**config.mk**
```make
export PLATFORM = sky130hd
export DESIGN_NAME = sddr_init_refresh
export DESIGN_NICKNAME = d
export VERILOG_FILES = /design/src/rtl/sddr_init_refresh.sv
export SDC_FILE = /design/constraint.sdc
export NUM_CORES = 1
export LEC_CHECK = 0
export ABC_AREA = 1
export CORE_ASPECT_RATIO = 1.75
export CORE_MARGIN = 10
export CORE_UTILIZATION = 60
export DETAILED_ROUTE_END_ITERATION = 10
export GPL_ROUTABILITY_DRIVEN = 0
export PLACE_DENSITY = 0.8
export SYNTH_ARGS = -nofsm -noshare
export SYNTH_HDL_FRONTEND = slang
export SYNTH_SLANG_ARGS = --single-unit
```
**constraint.sdc**
```tcl
create_clock -name in_ddr_clock_i -period 6.81 [get_ports in_ddr_clock_i]
set_clock_uncertainty 0.15 [all_clocks]
set_input_delay 1.0215 -clock in_ddr_clock_i [delete_from_list [all_inputs] [get_ports in_ddr_clock_i]]
set_output_delay 1.0215 -clock in_ddr_clock_i [all_outputs]
set_load 0.05 [all_outputs]
```
**src/rtl/sddr_init_refresh.sv**
```systemverilog
// DDR3 power-up sequencer (reset, CKE, MR2/MR3/MR1/MR0, ZQCL) followed by a
// periodic auto-refresh scheduler that banks up to eight owed refreshes.
module sddr_init_refresh #(
   parameter int BANK_BITS   = 3,
   parameter int ROW_BITS    = 13,
   parameter int DATA_BITS   = 16,
   parameter int T_RESET_CYC = 40000,
   parameter int T_CKE_CYC   = 100000,
   parameter int T_MRD       = 4,
   parameter int T_MOD       = 12,
   parameter int T_ZQINIT    = 512,
   parameter int T_REFI      = 6240,
   parameter int T_RFC       = 128,
   parameter logic [ROW_BITS+$clog2(DATA_BITS/8)-1:0] MR0_VAL = '0,
   parameter logic [ROW_BITS+$clog2(DATA_BITS/8)-1:0] MR1_VAL = '0,
   parameter logic [ROW_BITS+$clog2(DATA_BITS/8)-1:0] MR2_VAL = '0,
   parameter logic [ROW_BITS+$clog2(DATA_BITS/8)-1:0] MR3_VAL = '0
) (
   input  logic                                        in_ddr_clock_i,
   input  logic                                        in_reset_p_i,
   input  logic                                        usr_busy_i,
   output logic                                        ddr_reset_n_o,
   output logic                                        ctl_cke_o,
   output logic                                        ctl_cs_n_o,
   output logic                                        ctl_ras_n_o,
   output logic                                        ctl_cas_n_o,
   output logic                                        ctl_we_n_o,
   output logic                                        ctl_odt_o,
   output logic [ROW_BITS+$clog2(DATA_BITS/8)-1:0]     ctl_addr_o,
   output logic [BANK_BITS-1:0]                        ctl_ba_o,
   output logic                                        ready_o,
   output logic                                        ref_busy_o,
   output logic                                        ref_overflow_o
);

   localparam int ADDR_W = ROW_BITS + $clog2(DATA_BITS/8);
   localparam int M1     = (T_RESET_CYC > T_CKE_CYC) ? T_RESET_CYC : T_CKE_CYC;
   localparam int M2     = (M1 > T_ZQINIT) ? M1 : T_ZQINIT;
   localparam int M3     = (M2 > T_MOD) ? M2 : T_MOD;
   localparam int M4     = (M3 > T_RFC) ? M3 : T_RFC;
   localparam int MAXT   = (M4 > T_MRD) ? M4 : T_MRD;
   localparam int CNT_W  = $clog2(MAXT + 1);
   localparam int REFI_W = $clog2(T_REFI + 1);

   localparam logic [3:0] S_RST_HOLD = 4'd0;
   localparam logic [3:0] S_CKE_WAIT = 4'd1;
   localparam logic [3:0] S_MRS2     = 4'd2;
   localparam logic [3:0] S_MRS3     = 4'd3;
   localparam logic [3:0] S_MRS1     = 4'd4;
   localparam logic [3:0] S_MRS0     = 4'd5;
   localparam logic [3:0] S_ZQCL     = 4'd6;
   localparam logic [3:0] S_IDLE     = 4'd7;
   localparam logic [3:0] S_REF_WAIT = 4'd8;

   // {cs_n, ras_n, cas_n, we_n}
   localparam logic [3:0] CMD_DES = 4'b1111;
   localparam logic [3:0] CMD_NOP = 4'b0111;
   localparam logic [3:0] CMD_MRS = 4'b0000;
   localparam logic [3:0] CMD_REF = 4'b0001;
   localparam logic [3:0] CMD_ZQ  = 4'b0110;

   localparam logic [ADDR_W-1:0] ZQ_ADDR = ADDR_W'(1) << 10;

   logic [3:0]           state_q, state_d;
   logic [CNT_W-1:0]     cnt_q, cnt_d;
   logic [REFI_W-1:0]    refi_q, refi_d;
   logic [3:0]           pend_q, pend_d;
   logic [4:0]           pend_sum;
   logic                 rstn_q, rstn_d, cke_q, cke_d;
   logic [3:0]           cmd_q, cmd_d;
   logic [ADDR_W-1:0]    addr_q, addr_d;
   logic [BANK_BITS-1:0] ba_q, ba_d;
   logic                 ready_q, ready_d, rbusy_q, rbusy_d, ovf_q, ovf_d;
   logic                 can_issue, issue, wrap;

   assign can_issue = (pend_q != 4'd0) && !usr_busy_i;
   assign wrap      = ready_q && (refi_q == REFI_W'(T_REFI - 1));

   // Outputs are registered from next-state values so the pins line up with state_q.
   always_comb begin
      state_d = state_q;
      cnt_d   = cnt_q + 1'b1;
      rstn_d  = rstn_q;
      cke_d   = cke_q;
      ready_d = ready_q;
      cmd_d   = CMD_NOP;
      addr_d  = '0;
      ba_d    = '0;
      issue   = 1'b0;
      case (state_q)
         S_RST_HOLD: begin
            cmd_d = CMD_DES;
            if (cnt_q == CNT_W'(T_RESET_CYC - 1)) begin
               state_d = S_CKE_WAIT;
               cnt_d   = '0;
               rstn_d  = 1'b1;
            end
         end
         S_CKE_WAIT: begin
            cmd_d = CMD_DES;
            if (cnt_q == CNT_W'(T_CKE_CYC - 1)) begin
               state_d = S_MRS2;
               cnt_d   = '0;
               cke_d   = 1'b1;
               cmd_d   = CMD_MRS;
               ba_d    = BANK_BITS'(2);
               addr_d  = MR2_VAL;
            end
         end
         S_MRS2: if (cnt_q == CNT_W'(T_MRD - 1)) begin
            state_d = S_MRS3;
            cnt_d   = '0;
            cmd_d   = CMD_MRS;
            ba_d    = BANK_BITS'(3);
            addr_d  = MR3_VAL;
         end
         S_MRS3: if (cnt_q == CNT_W'(T_MRD - 1)) begin
            state_d = S_MRS1;
            cnt_d   = '0;
            cmd_d   = CMD_MRS;
            ba_d    = BANK_BITS'(1);
            addr_d  = MR1_VAL;
         end
         S_MRS1: if (cnt_q == CNT_W'(T_MRD - 1)) begin
            state_d = S_MRS0;
            cnt_d   = '0;
            cmd_d   = CMD_MRS;
            ba_d    = BANK_BITS'(0);
            addr_d  = MR0_VAL;
         end
         S_MRS0: if (cnt_q == CNT_W'(T_MOD - 1)) begin
            state_d = S_ZQCL;
            cnt_d   = '0;
            cmd_d   = CMD_ZQ;
            addr_d  = ZQ_ADDR;
         end
         S_ZQCL: if (cnt_q == CNT_W'(T_ZQINIT - 1)) begin
            state_d = S_IDLE;
            cnt_d   = '0;
            ready_d = 1'b1;
         end
         S_IDLE: begin
            cnt_d = cnt_q;
            if (can_issue) begin
               state_d = S_REF_WAIT;
               cnt_d   = '0;
               cmd_d   = CMD_REF;
               issue   = 1'b1;
            end
         end
         S_REF_WAIT: if (cnt_q == CNT_W'(T_RFC - 1)) begin
            // Chaining straight into the next REF keeps back-to-back spacing at tRFC.
            cnt_d = '0;
            if (can_issue) begin
               cmd_d = CMD_REF;
               issue = 1'b1;
            end else begin
               state_d = S_IDLE;
            end
         end
         default: begin
            state_d = S_RST_HOLD;
            cnt_d   = '0;
            cmd_d   = CMD_DES;
         end
      endcase

      refi_d = (!ready_q || wrap) ? '0 : refi_q + 1'b1;
      pend_sum = {1'b0, pend_q} + {4'b0, wrap} - {4'b0, issue};
      pend_d = pend_sum[3:0];
      ovf_d  = ovf_q;
      if (pend_sum > 5'd8) begin
         pend_d = 4'd8;
         ovf_d  = 1'b1;
      end
      rbusy_d = (state_d == S_REF_WAIT);
   end

   always_ff @(posedge in_ddr_clock_i or posedge in_reset_p_i) begin
      if (in_reset_p_i) begin
         state_q <= S_RST_HOLD;
         cnt_q   <= '0;
         refi_q  <= '0;
         pend_q  <= '0;
         rstn_q  <= 1'b0;
         cke_q   <= 1'b0;
         cmd_q   <= CMD_DES;
         addr_q  <= '0;
         ba_q    <= '0;
         ready_q <= 1'b0;
         rbusy_q <= 1'b0;
         ovf_q   <= 1'b0;
      end else begin
         state_q <= state_d;
         cnt_q   <= cnt_d;
         refi_q  <= refi_d;
         pend_q  <= pend_d;
         rstn_q  <= rstn_d;
         cke_q   <= cke_d;
         cmd_q   <= cmd_d;
         addr_q  <= addr_d;
         ba_q    <= ba_d;
         ready_q <= ready_d;
         rbusy_q <= rbusy_d;
         ovf_q   <= ovf_d;
      end
   end

   assign ddr_reset_n_o  = rstn_q;
   assign ctl_cke_o      = cke_q;
   assign ctl_cs_n_o     = cmd_q[3];
   assign ctl_ras_n_o    = cmd_q[2];
   assign ctl_cas_n_o    = cmd_q[1];
   assign ctl_we_n_o     = cmd_q[0];
   assign ctl_odt_o      = 1'b0;
   assign ctl_addr_o     = addr_q;
   assign ctl_ba_o       = ba_q;
   assign ready_o        = ready_q;
   assign ref_busy_o     = rbusy_q;
   assign ref_overflow_o = ovf_q;

endmodule

```
# --- After elaboration in Yosys (flattened, before gate mapping) ---
# Index checks and enable logic that the tools add are counted.
# W data, S select, Z words.
totals:
  out_inout_bits: 27
  ff_bits: 64
  input_bits: 3
classes:
  addsub: 4
  n_lt_le_gt_ge: 1
  eq_ne: 17
  n_reduce_logical: 11
  mux: 36
ops:
  columns: ["operator", "n"]
  rows:
  - ["$mux W17", 7]
  - ["$pmux W17 S7", 1]
  - ["$mux W4", 13]
  - ["$pmux W4 S9", 1]
  - ["$pmux W4 S6", 1]
  - ["$mux W11", 2]
  - ["$add A17 B1 Y17 const B", 1]
  - ["$eq A17 B16 Y1 const B", 1]
  - ["$eq A17 B17 Y1 const B", 1]
  - ["$eq A17 B2 Y1 const B", 1]
  - ["$eq A17 B4 Y1 const B", 1]
  - ["$eq A17 B7 Y1 const B", 1]
  - ["$eq A17 B9 Y1 const B", 1]
  - ["$eq A4 B3 Y1 const B", 4]
  - ["$add A13 B1 Y13 const B", 1]
  - ["$eq A13 B13 Y1 const B", 1]
  - ["$mux W13", 1]
  - ["$eq A4 B2 Y1 const B", 2]
  - ["$eq A4 B4 Y1 const B", 2]
  - ["$mux W3", 2]
  - ["$pmux W2 S3", 1]
  - ["$reduce_and A2 Y1", 3]
  - ["$add A4 B1 Y5", 1]
  - ["$gt A5 B4 Y1 const B", 1]
  - ["12 further kinds", 18]

# --- Longest topological paths before layout ---
# Gate-level depths: netlist (run 1).
depth:
  ltp_word: 8
  ltp_mapped: 17

# --- Worst setup path after synthesis (run 1) ---
# OpenSTA, ideal clock, no wires.
synth_path:
  path_kind: "in2reg"
  start: "in usr_busy_i"
  end: "reg ovf_q (netlist: ref_overflow_o)"
  arrival_ps: 2793
  path_stages: 11
  setup_ps: 142
  t_required_ps: 6518
  path_slack_ps: 3725
  path_cell_list: "o21bai_1 a21oi_1 ha_1 inv_1 ha_1 inv_1 fa_1 o21ai_0 a21oi_1 xor2_1 o211ai_1"
synth_via:
  elab_chain_cells: 7
synth_rtl:
  columns: ["element", "line_no", "source"]
  rows:
  - ["start: declaration", "21", "input logic usr_busy_i,"]
  - ["$logic_not A1 Y1 (*)", "76", "assign can_issue = (pend_q != 4'd0) && !usr_busy_i;"]
  - ["$logic_and A1 B1 Y1 (*)", "76", null]
  - ["$mux W1 (*)", "144, 154", null]
  - ["$mux W1", "151", "S_REF_WAIT: if (cnt_q == CNT_W'(T_RFC - 1)) begin"]
  - ["$pmux W1 S2 (*)", "90", "case (state_q)"]
  - ["$sub A5 B1 Y5 (*)", "169", "pend_sum = {1'b0, pend_q} + {4'b0, wrap} - {4'b0, issue};"]
  - ["$gt A5 B4 Y1 (*)", "172", "if (pend_sum > 5'd8) begin"]
  - ["end signal: assignment", "205", "ovf_q <= ovf_d;"]
  - ["end: declaration", "73", "logic ready_q, ready_d, rbusy_q, rbusy_d, ovf_q, ovf_d;"]
# Every way passes the cells marked *; elsewhere a longest branch is shown, timed or not.
# A chain may end at the register's enable or synchronous reset.

# --- Final worst setup path (run 1) ---
layout_path:
  start: "reg state_q[0]"
  end: "reg pend_q[0]"
layout_via:
  elab_chain_cells: 5
  word_cells_on_any_way: 6
  classes_between: "1 x add/sub; 1 x order compare; 2 x eq/ne; 2 x mux"
layout_rtl:
  columns: ["element", "line_no", "source"]
  rows:
  - ["start: declaration", "64", "logic [3:0] state_q, state_d;"]
  - ["start signal: assignment", "194", "state_q <= state_d;"]
  - ["$eq A4 B4 Y1 or $eq A4 B3 Y1 (tied branches)", "90", null]
  - ["$pmux W1 S2 (*)", "90", null]
  - ["$sub A5 B1 Y5 (*)", "169", null]
  - ["$gt A5 B4 Y1", "172", null]
  - ["$mux W4 (*)", "172", null]
  - ["named net pend_d[0]", "67", "logic [3:0] pend_q, pend_d;"]
  - ["end signal: assignment", "197", "pend_q <= pend_d;"]
  - ["end: declaration", "67", null]
# Mark *: on every way through the listed nets, which the timed path passes. The rest lies on a longest branch.

==> results, run 1 <==
- The depth of the critical timing path with buffers and inverters included is 15.
- STA classifies the critical path endpoint as a register.
- The root buffer cell chosen for the clock tree is clkbuf_8.
- The estimated wirelength of the detail-placed design is 7330 um.
- The synthesized design spends more area on one cell type than any other, namely dfrtp_1.
- The largest net degree at the start of global routing is 50.
- The number of flops mapped to enable cells by yosys is 0.
- For the finished layout, the period the worst path requires is 3.58 ns.
- The detail-routed via count per cell is 5.86.
- Input and output buffers added on the ports amount to 14.
- The register bit total from synthesis is 49.
- The footprint of the flip-flops and latches is 1230 um^2.
- The arrival time reported for the critical path endpoint is 3.69 ns.
- After synthesis the cells add up to 3770 um^2.
- The Yosys warning count is 0.
- By area the synthesized netlist is led by dfrtp_1, nand2_1, nand3_1.
- The worst-case register-to-register setup slack is 3.23 ns.
- In this run the worst path has a maximum fanout of 18.
- The number of maximum-capacitance violations is 0.
- The area occupied by multi-input gates is 2140 um^2.
- The share of post-route cells with drive strength above 1 is 10.3%.
- IR analysis of the VDD net gives a maximum drop of 0.0000845 V.
- Pin placement for this block handled 30 I/O pins.
- The floorplan step defined a die boundary enclosing 9970 um^2.
- The number of buffers and inverters on the critical path is 3.
- The number of antenna violations at the first check in global routing is 0.
- The number of global-route vias before repair is 3,530.
- The number of different library cells used by synthesis comes to 39.
- The number of pins exceeding their max-slew limit in the final report is 0.
- The most common cell in the netlist is nand2_1.
- The completed layout was analyzed and its total power is 0.000509 W.
- The via count of the routed design is 3,698.
- The startpoint of the most critical register-to-register path is state_q[0]$_DFF_PP0_.
- Global routing finished with a remaining overflow of 0.
- The most critical setup path has its endpoint at pend_q[0]$_DFF_PP0_.
- The core region is 6130 um^2.
- The H-tree depth reported by CTS is 2.
- The worst register-to-register path has a depth of 15.
- At the pin with the least slew margin, the transition time is 1.07 ns.
- The latest clock arrival within the worst-skew pair is 0.33 ns.
- The flow ran to the end, and the final reports show no timing, DRC or antenna violations.
- In this run the post-CTS setup repair buffer count came out at 0.
- The detail route stage leaves a number of antenna-violating nets equal to 0.
- The most numerous cell type found on the critical path is inv_1.
- For this run, asynchronously set or reset flops after synthesis account for 100%.
- Synthesis produced 544 cells.
- The instance area after placement is 3860 um^2.
- The cell family contributing the most delay on the critical path is simple AND/OR/NAND/NOR gates.
- TritonCTS created 5 clock buffers.
- The number of detailed-routing iterations run before antenna repair is 6.
- The post-synthesis area per instance is 6.92 um^2.
- For this configuration, the core starts out at a cell density of 61.4%.
- The die is 79.9 um wide.
- The clock edge transition at the registers on the reported setup and hold paths is 0.11 ns.
- The commonest cells after synthesis are nand2_1, nor2_1, nand3_1.
- The area share of the leading cell type in the synthesized netlist is 30.6%.
- Summing the sequential cell areas from Yosys gives 32.7% of the chip area.
- The worst setup slack after placement is 3.10 ns.
- The average routed wire per standard cell is 15.7 um.
- The total leakage power is 1.87 nW.
- The setup total negative slack is 0 ns.
- The critical path required time is 6.92 ns.
- The worst flop-to-flop path endpoint is pend_q[0]$_DFF_PP0_.
- Walking the worst path, the cells encountered are inv_1 -> nand2_2 -> nor3_4 -> nand3_1 -> a21oi_1 -> ha_1 -> inv_1 -> ha_1 -> inv_1 -> fa_1 -> o21ai_0 -> a21oi_1 -> xor2_1 -> nand2_1 -> nor2_1.
- The number of hold buffers added after CTS was 0.
- The final net count is 562.
- The floorplan has 38 rows.
- The overall track demand over capacity in global routing is 19.9%.
- The library cell contributing the largest single delay on the critical path is nor3_4.
- The biggest cell delay along the critical path is 0.61 ns.
- Setup repair after global routing left no endpoint under its margin.
- The number of failing hold endpoints at the final stage was 0.
- In this run the vertical extent of the chip is 125 um.
- The critical path starts at state_q[0]$_DFF_PP0_.
- Post-CTS repair changed the size of 0 cells.
- The power density over the cells is 129 nW/um^2.
- In this run the tightest slew margin relative to its limit is 28.8%.
- The total inserted antenna cells is 0.
- The period utilization is 52.6%.
- No sink is reached through more buffers than the 2 on the longest clock path.
- The worst setup margin is 3.23 ns.
- The CTS tree is built.
- The leading register cell type out of synthesis is dfrtp_1.
- The global-route wire length before repair is 16,300 um.
- The filler cell count is 562.
- Compared with the post-synthesis result, the final layout area differs by 5.05%.
- The DRC violation total after the first TritonRoute iteration is 257.
- The worst hold path belongs to the class reg2reg.
- Based on the critical path, the design can be clocked at up to 0.279 GHz.
- By startpoint and endpoint, the worst setup path is classified as reg2reg.
- Setup violations remaining at the end of the flow were counted as 0.
- The nature of the critical path startpoint is a register.
- Once layout is done, the placed cells without fillers occupy 3960 um^2.
- The remaining design rule violation count is 0.
- The TritonCTS sink count is 49.
- The final wirelength is 9900 um.
-- sequential cells by signal, summed over array words and instances (netlist names) --
signal / count
cmd_q: 3
ctl_cke_o: 1
ddr_reset_n_o: 1
ref_overflow_o: 1
refi_q: 13
ctl_ba_o: 2
ctl_addr_o: 1
pend_q: 4
cnt_q: 17
ready_o: 1
ref_busy_o: 1
state_q: 4
-- report_power, final --
part           internal [W]  switching, W  leakage (nW)
combinational    0.00000122     0.0000247          1.17
clock             0.0000750      0.000118        0.0423
sequential         0.000291             0         0.649
-- layout make-up --
class,count,area share (%)
multi-input cells,412,54.0
flip-flops and latches,49,31.1
inverters,68,6.45
repair buffers,14,3.54
well taps,80,2.53
clock buffers,5,1.74
clock inverters,3,0.664
-- worst min-delay path by stage --
stage | endpoint | cells after the start | start
4_1_cts | refi_q[0]$_DFF_PP0_ | 1 | refi_q[0]$_DFF_PP0_
2_1_floorplan | refi_q[0]$_DFF_PP0_ | 1 | refi_q[0]$_DFF_PP0_
3_5_place_dp | refi_q[0]$_DFF_PP0_ | 1 | refi_q[0]$_DFF_PP0_
5_1_grt | refi_q[0]$_DFF_PP0_ | 1 | refi_q[0]$_DFF_PP0_
6_report | refi_q[0]$_DFF_PP0_ | 1 | refi_q[0]$_DFF_PP0_
3_3_place_gp | refi_q[0]$_DFF_PP0_ | 1 | refi_q[0]$_DFF_PP0_
-- placed cells by master (no fill, tap or decap), types with 14 or more instances in the layout --
cell type	count
conb_1	15
clkdlybuf4s50_1	14
nor2_1	66
inv_1	56
nand3_1	64
nor3_1	15
nand4_1	22
dfrtp_1	46
a21oi_1	15
nand2_1	118
o21ai_0	14
-- kinds of logic after synthesis --
| family | count (synthesis) | synth area share, % |
|---|---|---|
| XOR/XNOR | 7 | 1.63 |
| adder cells (fa/ha/maj) | 9 | 3.19 |
| flip-flops | 49 | 32.7 |
| AO/OA/AOI/OAI | 55 | 8.80 |
| other | 1 | 0.0996 |
| AND/OR/NAND/NOR | 326 | 41.6 |
| buffers and inverters | 97 | 12.0 |
-- through the flow --
step	hold slack (ns)	cells	util, %
after floorplan	0.283	558	-
after global placement	0.296	623	63.0
after detailed placement	0.311	623	63.0
after CTS	0.324	631	64.5
after global routing	0.363	631	64.5
final	0.319	631	64.5
-- routing by layer --
metal,vias up,global-route usage (%),part of all wire [%]
met5,-,0,0
met1,1726,20.9,36
met4,0,10.9,4.4
met3,39,2.96,5.2
li1,1775,-,-
met2,158,35.6,54
Power figures use the tool's default switching activity.
==> run 2: changes to the inputs <==
Settings changed: CORE_UTILIZATION 60 to 53, PLACE_DENSITY 0.8 to 0.75.
Clock period 6.81 ns to 3.1 ns, I/O delays scaled along.
==> results, run 2 (same netlist as run 1, synthesis figures left out) <==
- The flow ran to the end, and the final reports show no timing, DRC or antenna violations.
- The average routed wire per standard cell is 15.7 um (-0.14%).
- The detail-routed via count per cell was 5.69 (-2.9%).
- The final net count is 587 (+4.4%).
- The biggest cell delay along the critical path is 0.39 ns (-0.22 ns).
- The setup-violating endpoint count in the final report is 0 (unchanged).
- The transition time of the tightest slew-check pin is 0.705 ns (-0.361 ns).
- The clock edge transition at the registers on the reported setup and hold paths is 0.06 ns (-0.05 ns).
- The cell at the root of the clock tree is clkbuf_16.
- The H-tree depth reported by CTS was 2 (unchanged).
- The residual antenna-violating net count after detailed routing is 0 (unchanged).
- The worst register-to-register path ends at pend_q[0]$_DFF_PP0_.
- The power density over the cells is 311 nW/um^2 (+140%).
- The area of the core is 6910 um^2 (+13%).
- The layout overhead on the synthesized area is 12.8%.
- The CTS tree is built.
- The critical path capture point type is a register.
- The horizontal die dimension is 83.7 um (+4.8%).
- For hold timing, the worst endpoint is refi_q[0]$_DFF_PP0_.
- The maximum vdd drop is 0.000187 V (+120%).
- The total I/O pin count is 30 (unchanged).
- The floorplan row count was 40 (+5.3%).
- The worst-case register-to-register setup slack is 0.22 ns (-3.01 ns).
- The depth of the critical timing path with buffers and inverters included was 16 (+1).
- The overall track demand over capacity in global routing is 18.3% (-1.6 points).
- The period utilization is 93.0% (+40 points).
- The final wirelength was 10,300 um (+4.4%).
- The overall power came to 0.00132 W (+160%).
- The overall die height was 132 um (+5.4%).
- The estimated wirelength of the detail-placed design is 7780 um (+6.2%).
- The number of global-route vias before repair came to 3,782 (+7.1%).
- The instance area after placement is 4040 um^2 (+4.6%).
- The remaining design rule violation count is 0 (unchanged).
- The filler cell count was 646 (+15%).
- The number of maximum-capacitance violations is 0 (unchanged).
- The worst path buffer plus inverter count came to 2 (-1).
- The number of pins exceeding their max-slew limit in the final report was 0 (unchanged).
- The DRC violation total after the first TritonRoute iteration came to 211 (-18%).
- The register with the most flip-flops is cnt_q.
- The number of antenna violations at the first check in global routing is 0 (unchanged).
- The share of post-route cells with drive strength above 1 is 15.5% (+5.1 points).
- The largest buffer count on any clock path is 2 (unchanged).
- The critical path required time came to 3.18 ns (-3.74 ns).
- The via count of the routed design came to 3,757 (+1.6%).
- The arrival time reported for the critical path endpoint is 2.96 ns (-0.73 ns).
- The fmax came to 0.347 GHz (+24%).
- The total inserted antenna cells is 0 (unchanged).
- The largest net degree at the start of global routing came to 32 (-36%).
- The total clock buffers created by CTS is 5 (unchanged).
- The number of flip-flops in the largest register is 17 (unchanged).
- The critical-path maximum fanout is 4 (-14).
- The worst hold path cell count is 1 (unchanged).
- The startpoint of the most critical register-to-register path is refi_q[0]$_DFF_PP0_.
- The critical path goes through ha_2 -> nand2_1 -> nor2_2 -> nand2_1 -> nor3_2 -> nand2_1 -> ha_1 -> inv_1 -> ha_1 -> inv_1 -> fa_1 -> o21ai_1 -> a21oi_1 -> xor2_2 -> nand2_1 -> nor2_1.
- The latest clock arrival within the worst-skew pair is 0.29 ns (-0.04 ns).
- On the critical path, the stage with the largest delay is an instance of fa_1.
- The dominant cell type by count on the critical path is nand2_1.
- The post-route minimum period was 2.88 ns (-0.701 ns).
- The path type of the worst setup path is reg2reg.
- The total leakage power is 2.03 nW (+8.9%).
- The number of detailed-routing iterations run before antenna repair is 4 (-2).
- The TritonCTS sink count came to 49 (unchanged).
- Leaving out fill and tap cells, the most frequent cell in the layout is nand2_1.
- The kind of cell adding the most delay to the critical path is adder cells.
- The worst setup path is launched from a register.
- The number of failing hold endpoints at the final stage is 0 (unchanged).
- The largest registers in the layout are cnt_q x17, refi_q x13.
- The worst hold path belongs to the class reg2reg.
- The share of the core filled with cells is 61.5% (-3.0 points).
- The final design area excluding fillers came to 4250 um^2 (+7.4%).
- The remaining max-slew budget at the tightest pin is 53.0% (+24 points).
- The starting density of the core is 54.5% (-6.9 points).
- In the layout the commonest cells are nand2_1, nor2_1, nand3_1.
- The worst reg2reg path depth came to 16 (+1).
- The global-route wire length before repair is 17,000 um (+4.4%).
- The setup total negative slack came to 0 ns (unchanged).
- The area of the die is 11,000 um^2 (+10%).
- The launch instance of the worst min-delay path is refi_q[0]$_DFF_PP0_.
- Setup repair after global routing left no endpoint under its margin.
- The number of placed instances, taps included is 650 (+4.3%).
- The count of buffers inserted at the top-level ports was 14 (unchanged).
- The overflow left after global routing came to 0 (unchanged).
- The number of standard cells in the layout, taps in and fillers out is 660 (+4.6%).
run 2: where the power goes:
group	total, W	internal, W	switching, W
clock	0.000622	0.000380	0.000242
combinational	0.0000601	0.00000512	0.0000549
sequential	0.000639	0.000639	0
run 2: metrics by stage:
| step | setup slack [ns] | hold slack, ns |
|---|---|---|
| final | 0.218 | 0.320 |
| after global routing | 0.00789 | 0.337 |
| after CTS | 0.0269 | 0.315 |
| after detailed placement | 0.0140 | 0.306 |
| after global placement | 0.0989 | 0.293 |
| after floorplan | 0.206 | 0.283 |
run 2: area by class of cell:
class	instances	area, um^2	area share, %
clock buffer	6	129	3.03
clock inverter	2	35.0	0.824
inverter	68	255	6.01
multi-input combinational	412	2170	51.0
sequential	49	1230	28.9
tap	84	105	2.47
timing repair buffer	39	328	7.71
run 2: repair_timing:
item,CTS,global route
resized for setup,1,8
setup buffers,0,2
pin swaps,1,2
hold buffers,0,0
setup endpoints to repair,2,5
cloned,0,0
run 2: how the worst max path moves through the flow:
stage	startpoint	endpoint
floorplan	refi_q[0]$_DFF_PP0_	ref_overflow_o$_DFFE_PP0N_
global placement	refi_q[0]$_DFF_PP0_	ref_overflow_o$_DFFE_PP0N_
detailed placement	refi_q[0]$_DFF_PP0_	ref_overflow_o$_DFFE_PP0N_
CTS	refi_q[0]$_DFF_PP0_	pend_q[0]$_DFF_PP0_
global route	cnt_q[4]$_DFFE_PP0N_	pend_q[0]$_DFF_PP0_
finish	refi_q[0]$_DFF_PP0_	pend_q[0]$_DFF_PP0_
run 2: layer usage:
| layer | wire, um | vias up | track usage [%] |
|---|---|---|---|
| li1 | - | 1824 | - |
| met1 | 3750 | 1735 | 17.9 |
| met2 | 5440 | 146 | 32.6 |
| met3 | 541 | 52 | 3.16 |
| met4 | 599 | 0 | 14.3 |
| met5 | 0 | - | 0 |
